===== src/rtl/mem_arbiter_if.sv =====
// mem_arbiter_if: request channels and byte-wide memory bus of mem_arbiter.
// The master side is the requestors plus the memory; the slave side is the arbiter.
interface mem_arbiter_if #(
  parameter int NUM_CH = 3,
  parameter int ADDR_W = 32
);
  logic [NUM_CH-1:0]        ch_valid;
  logic [NUM_CH-1:0]        ch_wr;
  logic [ADDR_W*NUM_CH-1:0] ch_addr;
  logic [3*NUM_CH-1:0]      ch_size;
  logic [32*NUM_CH-1:0]     ch_wdata;
  logic [31:0]              ch_rdata;
  logic [NUM_CH-1:0]        ch_done;
  logic [7:0]               mem_din;
  logic [7:0]               mem_dout;
  logic [ADDR_W-1:0]        mem_a;
  logic                     mem_wr;

  modport master (
    output ch_valid, ch_wr, ch_addr, ch_size, ch_wdata, mem_din,
    input  ch_rdata, ch_done, mem_dout, mem_a, mem_wr
  );

  modport slave (
    input  ch_valid, ch_wr, ch_addr, ch_size, ch_wdata, mem_din,
    output ch_rdata, ch_done, mem_dout, mem_a, mem_wr
  );
endinterface


===== src/rtl/mem_arbiter.sv =====
// mem_arbiter: round-robin arbiter serialising 1/2/4-byte channel accesses onto
// an 8-bit memory bus, with UART back-pressure and mispredict-flush abort of reads.
// Optional macro MEMC_PIPELINE_EN: overlap the next grant with the finishing
// transaction so ch_done and the next first address share a cycle.
module mem_arbiter #(
  parameter int                NUM_CH     = 3,
  parameter logic [NUM_CH-1:0] FLUSH_MASK = 3'b110,
  parameter int                ADDR_W     = 32
) (
  input  logic         clk,
  input  logic         rst_n,
  input  logic         rdy,
  input  logic         flush,
  input  logic         io_buffer_full,
  mem_arbiter_if.slave bus
);
  localparam int IDX_W = $clog2(NUM_CH);
`ifdef MEMC_PIPELINE_EN
  localparam bit PIPELINE = 1'b1;
`else
  localparam bit PIPELINE = 1'b0;
`endif

  typedef enum logic [1:0] {S_IDLE = 2'd0, S_READ = 2'd1, S_WRITE = 2'd2, S_IO_WAIT = 2'd3} state_t;

  state_t              state_r, state_nxt_s;
  logic [2:0]          cnt_r, cnt_nxt_s, cnt_inc_s;
  logic [2:0]          size_r, size_nxt_s;
  logic [IDX_W-1:0]    rr_ptr_r, rr_ptr_nxt_s, owner_r, owner_nxt_s;
  logic [ADDR_W-1:0]   addr_r, addr_nxt_s, mem_a_r, mem_a_nxt_s;
  logic [31:0]         wdata_r, wdata_nxt_s, rdata_r, rdata_nxt_s;
  logic                io_r, io_nxt_s, mem_wr_r, mem_wr_nxt_s;
  logic [7:0]          mem_dout_r, mem_dout_nxt_s;
  logic [NUM_CH-1:0]   done_r, done_nxt_s, owner_hot_s, req_s;
  logic                gnt_valid_s, take_s, finish_s, sel_wr_s, sel_io_s;
  logic [IDX_W-1:0]    gnt_idx_s, cand_s;
  logic [ADDR_W-1:0]   sel_addr_s;
  logic [2:0]          sel_size_raw_s;
  logic [31:0]         sel_wdata_s;

  // Unsupported sizes are treated as single-byte accesses
  function automatic logic [2:0] norm_size(input logic [2:0] s);
    case (s)
      3'd2:    norm_size = 3'd2;
      3'd4:    norm_size = 3'd4;
      default: norm_size = 3'd1;
    endcase
  endfunction

  function automatic logic [7:0] byte_of(input logic [31:0] w, input logic [2:0] k);
    case (k)
      3'd0:    byte_of = w[7:0];
      3'd1:    byte_of = w[15:8];
      3'd2:    byte_of = w[23:16];
      3'd3:    byte_of = w[31:24];
      default: byte_of = 8'h00;
    endcase
  endfunction

  // Byte 0 clears the word so short reads return zero upper bytes
  function automatic logic [31:0] put_byte(input logic [31:0] r, input logic [2:0] k,
                                           input logic [7:0] b);
    case (k)
      3'd0:    put_byte = {24'h000000, b};
      3'd1:    put_byte = {r[31:16], b, r[7:0]};
      3'd2:    put_byte = {r[31:24], b, r[15:0]};
      3'd3:    put_byte = {b, r[23:0]};
      default: put_byte = r;
    endcase
  endfunction

  // Round-robin search upward from rr_ptr+1; flushable channels are masked during flush
  always_comb begin
    if (flush) begin
      req_s = bus.ch_valid & ~FLUSH_MASK;
    end else begin
      req_s = bus.ch_valid;
    end
    gnt_valid_s = 1'b0;
    gnt_idx_s   = {IDX_W{1'b0}};
    cand_s      = {IDX_W{1'b0}};
    for (int i = 1; i <= NUM_CH; i++) begin
      cand_s      = IDX_W'((int'(rr_ptr_r) + i) % NUM_CH);
      gnt_idx_s   = (req_s[cand_s] && !gnt_valid_s) ? cand_s : gnt_idx_s;
      gnt_valid_s = gnt_valid_s | req_s[cand_s];
    end
  end

  // Mux the granted channel's request fields
  always_comb begin
    sel_addr_s     = {ADDR_W{1'b0}};
    sel_size_raw_s = 3'd0;
    sel_wr_s       = 1'b0;
    sel_wdata_s    = 32'h00000000;
    for (int i = 0; i < NUM_CH; i++) begin
      sel_addr_s     = sel_addr_s | (bus.ch_addr[i*ADDR_W +: ADDR_W] & {ADDR_W{gnt_idx_s == IDX_W'(i)}});
      sel_size_raw_s = sel_size_raw_s | (bus.ch_size[i*3 +: 3] & {3{gnt_idx_s == IDX_W'(i)}});
      sel_wr_s       = sel_wr_s | (bus.ch_wr[i] & (gnt_idx_s == IDX_W'(i)));
      sel_wdata_s    = sel_wdata_s | (bus.ch_wdata[i*32 +: 32] & {32{gnt_idx_s == IDX_W'(i)}});
    end
    sel_io_s = sel_wr_s && (sel_addr_s[17:16] == 2'b11);
  end

  assign owner_hot_s = {{(NUM_CH-1){1'b0}}, 1'b1} << owner_r;
  assign cnt_inc_s   = cnt_r + 3'd1;

  // Transaction FSM: next state and next values of all registered outputs
  always_comb begin
    state_nxt_s    = state_r;
    cnt_nxt_s      = cnt_r;
    size_nxt_s     = size_r;
    rr_ptr_nxt_s   = rr_ptr_r;
    owner_nxt_s    = owner_r;
    addr_nxt_s     = addr_r;
    wdata_nxt_s    = wdata_r;
    io_nxt_s       = io_r;
    mem_a_nxt_s    = mem_a_r;
    mem_dout_nxt_s = mem_dout_r;
    mem_wr_nxt_s   = 1'b0;
    done_nxt_s     = {NUM_CH{1'b0}};
    rdata_nxt_s    = rdata_r;
    take_s         = 1'b0;
    finish_s       = 1'b0;
    case (state_r)
      S_IDLE: begin
        take_s = gnt_valid_s;
      end
      S_READ: begin
        if (flush && FLUSH_MASK[owner_r]) begin
          state_nxt_s = S_IDLE;
        end else begin
          // byte k-1 arrives while address k (or nothing) is on the bus
          rdata_nxt_s = (cnt_r == 3'd0) ? rdata_r : put_byte(rdata_r, cnt_r - 3'd1, bus.mem_din);
          if (cnt_r == size_r) begin
            state_nxt_s = S_IDLE;
            done_nxt_s  = owner_hot_s;
            finish_s    = 1'b1;
          end else begin
            cnt_nxt_s   = cnt_inc_s;
            mem_a_nxt_s = (cnt_inc_s < size_r) ? addr_r + ADDR_W'(cnt_inc_s) : mem_a_r;
          end
        end
      end
      S_WRITE: begin
        if (cnt_inc_s == size_r) begin
          state_nxt_s = S_IDLE;
          done_nxt_s  = owner_hot_s;
          finish_s    = 1'b1;
        end else if (io_r && io_buffer_full) begin
          cnt_nxt_s   = cnt_inc_s;
          state_nxt_s = S_IO_WAIT;
        end else begin
          cnt_nxt_s      = cnt_inc_s;
          mem_a_nxt_s    = addr_r + ADDR_W'(cnt_inc_s);
          mem_dout_nxt_s = byte_of(wdata_r, cnt_inc_s);
          mem_wr_nxt_s   = 1'b1;
        end
      end
      S_IO_WAIT: begin
        if (io_buffer_full) begin
          state_nxt_s = S_IO_WAIT;
        end else begin
          state_nxt_s    = S_WRITE;
          mem_a_nxt_s    = addr_r + ADDR_W'(cnt_r);
          mem_dout_nxt_s = byte_of(wdata_r, cnt_r);
          mem_wr_nxt_s   = 1'b1;
        end
      end
      default: begin
        state_nxt_s = S_IDLE;
      end
    endcase

    // Start a new transaction: from IDLE, or overlapped with a finishing one
    if (take_s || (PIPELINE && finish_s && gnt_valid_s)) begin
      rr_ptr_nxt_s = gnt_idx_s;
      owner_nxt_s  = gnt_idx_s;
      addr_nxt_s   = sel_addr_s;
      size_nxt_s   = norm_size(sel_size_raw_s);
      wdata_nxt_s  = sel_wdata_s;
      io_nxt_s     = sel_io_s;
      cnt_nxt_s    = 3'd0;
      if (!sel_wr_s) begin
        state_nxt_s = S_READ;
        mem_a_nxt_s = sel_addr_s;
      end else if (sel_io_s && io_buffer_full) begin
        state_nxt_s = S_IO_WAIT;
      end else begin
        state_nxt_s    = S_WRITE;
        mem_a_nxt_s    = sel_addr_s;
        mem_dout_nxt_s = sel_wdata_s[7:0];
        mem_wr_nxt_s   = 1'b1;
      end
    end else begin
      take_s = 1'b0;
    end
  end

  // State and output registers: synchronous reset, everything frozen while rdy is low
  always_ff @(posedge clk) begin
    if (!rst_n) begin
      state_r    <= S_IDLE;
      cnt_r      <= 3'd0;
      size_r     <= 3'd1;
      rr_ptr_r   <= IDX_W'(NUM_CH - 1);
      owner_r    <= {IDX_W{1'b0}};
      addr_r     <= {ADDR_W{1'b0}};
      wdata_r    <= 32'h00000000;
      io_r       <= 1'b0;
      mem_a_r    <= {ADDR_W{1'b0}};
      mem_dout_r <= 8'h00;
      mem_wr_r   <= 1'b0;
      done_r     <= {NUM_CH{1'b0}};
      rdata_r    <= 32'h00000000;
    end else if (rdy) begin
      state_r    <= state_nxt_s;
      cnt_r      <= cnt_nxt_s;
      size_r     <= size_nxt_s;
      rr_ptr_r   <= rr_ptr_nxt_s;
      owner_r    <= owner_nxt_s;
      addr_r     <= addr_nxt_s;
      wdata_r    <= wdata_nxt_s;
      io_r       <= io_nxt_s;
      mem_a_r    <= mem_a_nxt_s;
      mem_dout_r <= mem_dout_nxt_s;
      mem_wr_r   <= mem_wr_nxt_s;
      done_r     <= done_nxt_s;
      rdata_r    <= rdata_nxt_s;
    end
  end

  assign bus.ch_rdata = rdata_r;
  assign bus.ch_done  = done_r;
  assign bus.mem_a    = mem_a_r;
  assign bus.mem_dout = mem_dout_r;
  assign bus.mem_wr   = mem_wr_r & rdy;
endmodule


===== src/flat_wrapper.sv =====
// flat-port wrapper written by rule: the top's interface ports become plain ports
module mem_arbiter_flat 
#(
  parameter int                NUM_CH     = 3,
  parameter logic [NUM_CH-1:0] FLUSH_MASK = 3'b110,
  parameter int                ADDR_W     = 32
)
  (clk, rst_n, rdy, flush, io_buffer_full, bus_ch_valid, bus_ch_wr, bus_ch_addr, bus_ch_size, bus_ch_wdata, bus_mem_din, bus_ch_rdata, bus_ch_done, bus_mem_dout, bus_mem_a, bus_mem_wr);
  mem_arbiter_if #(.NUM_CH(NUM_CH), .ADDR_W(ADDR_W)) bus_i ();
  input  logic clk;
  input  logic rst_n;
  input  logic rdy;
  input  logic flush;
  input  logic io_buffer_full;
  input wire logic [$bits(bus_i.ch_valid)-1:0] bus_ch_valid;
  input wire logic [$bits(bus_i.ch_wr)-1:0] bus_ch_wr;
  input wire logic [$bits(bus_i.ch_addr)-1:0] bus_ch_addr;
  input wire logic [$bits(bus_i.ch_size)-1:0] bus_ch_size;
  input wire logic [$bits(bus_i.ch_wdata)-1:0] bus_ch_wdata;
  input wire logic [$bits(bus_i.mem_din)-1:0] bus_mem_din;
  output wire logic [$bits(bus_i.ch_rdata)-1:0] bus_ch_rdata;
  output wire logic [$bits(bus_i.ch_done)-1:0] bus_ch_done;
  output wire logic [$bits(bus_i.mem_dout)-1:0] bus_mem_dout;
  output wire logic [$bits(bus_i.mem_a)-1:0] bus_mem_a;
  output wire logic [$bits(bus_i.mem_wr)-1:0] bus_mem_wr;
  assign bus_i.ch_valid = bus_ch_valid;
  assign bus_i.ch_wr = bus_ch_wr;
  assign bus_i.ch_addr = bus_ch_addr;
  assign bus_i.ch_size = bus_ch_size;
  assign bus_i.ch_wdata = bus_ch_wdata;
  assign bus_i.mem_din = bus_mem_din;
  assign bus_ch_rdata = bus_i.ch_rdata;
  assign bus_ch_done = bus_i.ch_done;
  assign bus_mem_dout = bus_i.mem_dout;
  assign bus_mem_a = bus_i.mem_a;
  assign bus_mem_wr = bus_i.mem_wr;
  mem_arbiter #(.NUM_CH(NUM_CH), .FLUSH_MASK(FLUSH_MASK), .ADDR_W(ADDR_W)) u_core (.clk(clk), .rst_n(rst_n), .rdy(rdy), .flush(flush), .io_buffer_full(io_buffer_full), .bus(bus_i));
endmodule

===== config.mk =====
export PLATFORM = sky130hd
export DESIGN_NAME = mem_arbiter_flat
export DESIGN_NICKNAME = d
export VERILOG_FILES = /design/src/rtl/mem_arbiter_if.sv /design/src/rtl/mem_arbiter.sv /design/src/flat_wrapper.sv
export SDC_FILE = /design/constraint.sdc
export NUM_CORES = 1
export LEC_CHECK = 0
export CORE_UTILIZATION = 43
export CTS_CLUSTER_DIAMETER = 30
export DETAILED_ROUTE_END_ITERATION = 8
export HOLD_SLACK_MARGIN = 0.1
export PLACE_DENSITY = 0.77
export SLEW_MARGIN = 20
export SYNTH_ARGS = -nofsm -noshare
export SYNTH_HDL_FRONTEND = slang
export SYNTH_SLANG_ARGS = --single-unit

===== constraint.sdc =====
create_clock -name clk -period 3.33 [get_ports clk]
set_input_delay 0.8325 -clock clk [delete_from_list [all_inputs] [get_ports clk]]
set_output_delay 0.8325 -clock clk [all_outputs]
set_load 0.01 [all_outputs]

-- Word-level counts from Yosys, hierarchy flattened
Index checks and enable logic that the tools add are counted.
- register bits after elaboration: 153
- latch bits: 0
- memory bits (writable): 0
- bits in read-only memories: 0
- input port bits: 220
- output and inout port bits: 76
- memories kept: 0
- $add $sub $neg: 7
- $mul: 0
- div/mod/pow operators: 3
- order comparisons: 5
- equal/unequal tests: 24
- shifts and indexed selects: 1
- mux-type cells: 59
- bitwise logic cells: 28
- reductions and logical operators: 25
- operators by type and width (kind ; number):
    $mux 32 ; 9
    $and 32x32->32 ; 6
    $or 32x32->32 ; 4
    $pmux 32 s4 ; 1
    $mod 32x3->32 const B ; 3
    $pmux 32 s3 ; 1
    $add 32x3->32 ; 2
    $pmux 8 s4 ; 2
    $mux 8 ; 6
    $mux 3 ; 8
    $eq 3x2->1 const B ; 7
    $reduce_and 7->1 ; 3
    $mux 2 ; 9
    $pmux 3 s2 ; 3
    $pmux 8 s2 ; 1
    $mux 1 ; 13
    $lt 2x3->1 const B ; 4
    $and 3x3->3 ; 3
    $eq 3x1->1 const B ; 3
    $logic_not 3->1 ; 3
    $ne 3x3->1 const B ; 3
    $bmux 1 s2 ; 4
    $eq 2x2->1 const B ; 4
    $ne 4x1->1 const B ; 2
    25 further kinds ; 48

-- Depth between registers and ports, before layout
- depth after elaboration: 18
- depth in mapped cells: 13
- gate-level depth less buffers: 11

-- Worst setup path after synthesis
OpenSTA, ideal clock, no wires.
- path kind: input-to-reg
- start: input bus_ch_valid[2]
- end: register u_core.mem_a_r[4], in the netlist u_core.bus.mem_a[4]
- data arrival time: 3.187 ns
- data required time: 3.208 ns
- setup slack: 0.021 ns
- cell stages on the path: 9
- cells stage by stage: or3b_1 -> a221o_1 -> a31o_1 -> buf_2 -> a221o_1 -> a41oi_4 -> o21ai_2 -> buf_6 -> a311o_1
- longest elaborated chain between the ends: 17
- elaborated cells on any way between the ends: 36
- classes of those cells: 3 x eq/ne; 14 x mux; 12 x bitwise; 7 x reduce/logical
- ends and longest elaborated chain (element ; line ; text):
    start: declaration ; flat_wrapper.sv:15 ; input wire logic [$bits(bus_i.ch_valid)-1:0] bus_ch_valid;
    $mux 3 (*) ; mem_arbiter.sv:74 ; if (flush) begin
    $bmux 1 s2 ; mem_arbiter.sv:84, mem_arbiter.sv:85 ;
    $mux 1 (not written as such) ; mem_arbiter.sv:84, mem_arbiter.sv:85 ;
    $logic_not 1->1 or $or 1x1->1 (tied branches) ; mem_arbiter.sv:84, mem_arbiter.sv:85 ;
    $logic_and 1x1->1 or $logic_not 1->1 (tied branches) ; mem_arbiter.sv:84 ; gnt_idx_s = (req_s[cand_s] && !gnt_valid_s) ? cand_s : gnt_idx_s;
    $mux 2 or $logic_and 1x1->1 (tied branches) ; mem_arbiter.sv:84 ;
    $mux 2 ; mem_arbiter.sv:84 ;
    $eq 2x1->1 or $logic_not 2->1 (tied branches) ; mem_arbiter.sv:96, mem_arbiter.sv:98 ;
    $and 32x32->32 ; mem_arbiter.sv:96 ; sel_addr_s = sel_addr_s | (bus.ch_addr[i*ADDR_W +: ADDR_W] & {ADDR_W{gnt_idx_s == IDX_W'(i)}});
    $or 32x32->32 (2 in series) ; mem_arbiter.sv:96 ;
    $eq 2x2->1 ; mem_arbiter.sv:101 ; sel_io_s = sel_wr_s && (sel_addr_s[17:16] == 2'b11);
    $logic_and 1x1->1 ; mem_arbiter.sv:101 ;
    $logic_and 1x1->1 ; mem_arbiter.sv:186 ; end else if (sel_io_s && io_buffer_full) begin
    $mux 32 ; mem_arbiter.sv:186 ;
    $mux 32 ; mem_arbiter.sv:183 ; if (!sel_wr_s) begin
    $mux 32 (*) ; mem_arbiter.sv:175 ; if (take_s || (PIPELINE && finish_s && gnt_valid_s)) begin
    end signal: assignment ; mem_arbiter.sv:210 ; mem_a_r <= {ADDR_W{1'b0}};
    end signal: assignment ; mem_arbiter.sv:224 ; mem_a_r <= mem_a_nxt_s;
    end: declaration ; mem_arbiter.sv:30 ; logic [ADDR_W-1:0] addr_r, addr_nxt_s, mem_a_r, mem_a_nxt_s;
Every way passes the cells marked *; elsewhere a longest branch is shown, timed or not. The select of a mux whose other input is x is not followed.
A chain may end at the register's enable or synchronous reset.

-- Final worst setup path
- start: input bus_ch_valid[2]
- end: register u_core.mem_a_r[11], in the netlist u_core.bus.mem_a[11]
The elaborated chain is that of the path after synthesis.

==> key figures <==
Run status
  • Outcome: completed

Synthesis
  • Syn nets: 1361
  • Sequential share of the synthesized area: 32.48%
  • Primary FF master, synth: dfxtp_1
  • Synth Cell Area: 0.009369 mm2
  • Number of flops mapped to enable cells by yosys: 0
  • Synth Instances: 1110
  • Fraction of registers with async set/reset: 0%
  • Yosys cell types: 75
  • Avg Inst Size Synth: 8.441 um2
  • Register bit total from synthesis: 152
  • YS warnings: 0

Die
  • Top Ports: 296
  • Die Ht: 149.6 um
  • Core area: 0.02122 mm2
  • Die Wd: 149.6 um
  • Rows: 53
  • Initial Utilization: 44.15%
  • Die area: 0.02238 mm2

Drt
  • Via-per-instance ratio: 6.265
  • Routed Antenna Nets: 0
  • Remaining DRCs: 0
  • Routed length per instance: 20.73 um
  • Initial DRC count: 1313
  • Via count: 11010
  • Total Wirelength: 36420 um
  • DR pass1 iterations: 9

GRT
  • GRT Util Overall: 32.30%
  • Grt ovf: 0
  • First-pass GRT wire length: 56280 um
  • Largest net degree at the start of global routing: 147
  • Initial antenna violation count: 0
  • Vias in the first global route: 10400

Place
  • Port Buf Inserts: 295
  • Worst slack, placed: -0.5060 ns
  • Placed instance count: 1722
  • Post-DP Area: 0.01349 mm2
  • Routability cong.: 0.9833
  • Hpwl dp: 26900 um

Final layout
  • Most common cell after layout, fill and taps aside: clkdlybuf4s50_1
  • Most frequent cells in the layout: clkdlybuf4s50_1, nand2_1, dfxtp_1
  • Final cell count without fillers: 1757
  • Nets: 1720
  • Design area: 0.01423 mm2
  • Core Util, Final: 67.08%
  • Layout cells sized above 1: 13.29%
  • Antenna diodes: 0
  • Filler cells: 1826
  • Area Growth Syn to Fin: 51.94%

Setup path
  • FF-to-FF setup slack: 0.14 ns
  • Crit path required time: 3.65 ns
  • RR Endpoint: u_core.bus.mem_dout[1]
  • CP startpoint: bus_ch_valid[2]
  • Reg2reg path depth: 12
  • Critical path's largest stage delay: 0.42 ns
  • Most frequent CP cell: buf_12
  • Slowest library cell on the worst path: clkdlybuf4s50_1
  • Critical Path Start Type: input port
  • R2R Path Start: u_core.cnt_r[0]
  • CP cell instances: clkdlybuf4s50_1 -> or3b_1 -> a221o_1 -> buf_4 -> nor3b_4 -> a221oi_4 -> o41ai_4 -> buf_12 -> buf_12 -> nor3_1 -> a311o_1
  • Worst Path Arrival: 3.59 ns
  • CP Capture Type: register
  • Critical path fanouts, max: 16
  • Crit Path Class: input port to register
  • Worst Setup EP: u_core.bus.mem_a[11]

Clocking
  • Max Buffers Root-to-Sink: 2
  • Clk root buf: clkbuf_16
  • Clk slew on worst S/H paths: 0.07 ns
  • Total CTS buffers: 17
  • CTS hold repair buffers: 0
  • H-tree depth: 4
  • CTS sink count: 152
  • Skew-Pair Late Insertion Delay: 0.44 ns
  • CTS tree: built

Hold path
  • Hold path start: u_core.bus.ch_rdata[17]
  • Hold crit path type: register to register

Timing
  • Relative max-transition margin: 41.74%
  • Setup Skew: 0.01101 ns
  • Total Neg Setup Slack: 0 ns
  • Part of the cycle the worst path needs: 98.05%
  • Slew Limit Fails: 0
  • Final Setup Violations: 0
  • Max Fclk: 0.3063 GHz
  • RSZ-0062 raised after global routing: true
  • Tmin final: 3.265 ns
  • Setup ws final: 0.06494 ns
  • Worst-Margin Slew: 0.8739 ns
  • Hold Vio Cnt, Final: 0

Power
  • P per Cell Area: 652.6 mW/mm2
  • Pleak: 5.688 nW
  • Max VDD drop: 448.3 uV

Job
  • Max_cap viols: 0
cells by family (layout without fill, tap and decap cells):
logic type | Yosys count | count (layout) | synth area share (%)
AOI/OAI and AO/OA | 415 | 415 | 36.31
xor gates and xnor gates | 7 | 7 | 0.6544
adders and majority gates | 31 | 31 | 4.300
buffers and inverters | 118 | 490 | 4.874
DFF | 152 | 152 | 32.48
muxes | 24 | 24 | 2.577
and+or+nand+nor | 363 | 363 | 18.80
per-stage QoR:
step / total power [mW] / hold WS (ns)
after floorplan: 4.932 / 0.4406
after global placement: 6.966 / 0.4501
after detailed placement: 7.052 / 0.4565
after CTS: 9.113 / 0.4663
after global routing: 9.744 / 0.4962
final: 9.290 / 0.4620
worst min path at each step:
stage | endpoint | slack (ns) | depth (start not counted)
6_report | u_core.bus.ch_rdata[17] | 0.46 | 2
5_1_grt | u_core.bus.ch_rdata[22] | 0.50 | 2
4_1_cts | u_core.bus.ch_rdata[17] | 0.47 | 2
3_5_place_dp | u_core.bus.ch_rdata[17] | 0.46 | 2
3_3_place_gp | u_core.bus.ch_rdata[22] | 0.45 | 2
2_1_floorplan | u_core.io_r | 0.44 | 2
where the power goes:
group	switching, mW	internal, mW
clock network	0.954	1.09
registers	0.523	2.24
logic	2.29	2.18
cell usage after synthesis (all sizes together) (13+ instances only):
library cell	count	area [um2]
a21boi	27	202.7
a21oi	51	255.2
a222oi	73	730.7
a22oi	34	255.2
and2	13	81.33
buf	26	111.4
clkbuf	70	262.8
dfxtp	152	3043
ha	29	362.9
inv	21	78.83
mux2i	23	230.2
nand2	158	593.1
nand3	36	180.2
nand4	18	112.6
nor2	30	112.6
nor2b	23	143.9
nor3	28	140.1
o211a	64	640.6
o21ai	42	214.0
or3	13	81.33
sequential cells by signal (all words and copies together) (netlist names):
name	count
u_core.wdata_r	32
u_core.mem_wr_r	1
u_core.bus.mem_a	32
u_core.size_r	3
u_core.owner_r	2
u_core.cnt_r	3
u_core.io_r	1
u_core.addr_r	32
u_core.rr_ptr_r	1
u_core.bus.ch_done	3
u_core.bus.ch_rdata	32
u_core.bus.mem_dout	8
u_core.state_r	2
layout make-up:
cell class | instances | area, um2 | share of cell area, %
multi-input combinational | 840 | 5991 | 42.08
timing repair buffer | 436 | 4150 | 29.16
sequential | 152 | 3044 | 21.39
clock buffer | 17 | 425.4 | 2.988
tap | 275 | 344.1 | 2.417
clock inverter | 15 | 197.7 | 1.389
inverter | 22 | 82.58 | 0.5801
routing by layer:
| layer | part of all wire, % | global-route usage (%) |
|---|---|---|
| met1 | 43 | 44.43 |
| met2 | 45 | 51.18 |
| met3 | 9.8 | 5.884 |
| met4 | 1.9 | 9.337 |
| met5 | 0 | 0 |
worst max-delay path, delay by kind of cell:
kind / cells / cell delay (ns)
AO/OA/AOI/OAI: 4 / 1.14
AND/OR/NAND/NOR: 3 / 0.66
buffers and inverters: 4 / 0.94
what timing repair did:
item | in CTS | in global routing
pin swaps | 0 | 5
resized for setup | 5 | 13
endpoints found under the setup margin | 11 | 38
buffers inserted | 0 | 3
No activity file was read; power rests on OpenSTA's default activity.
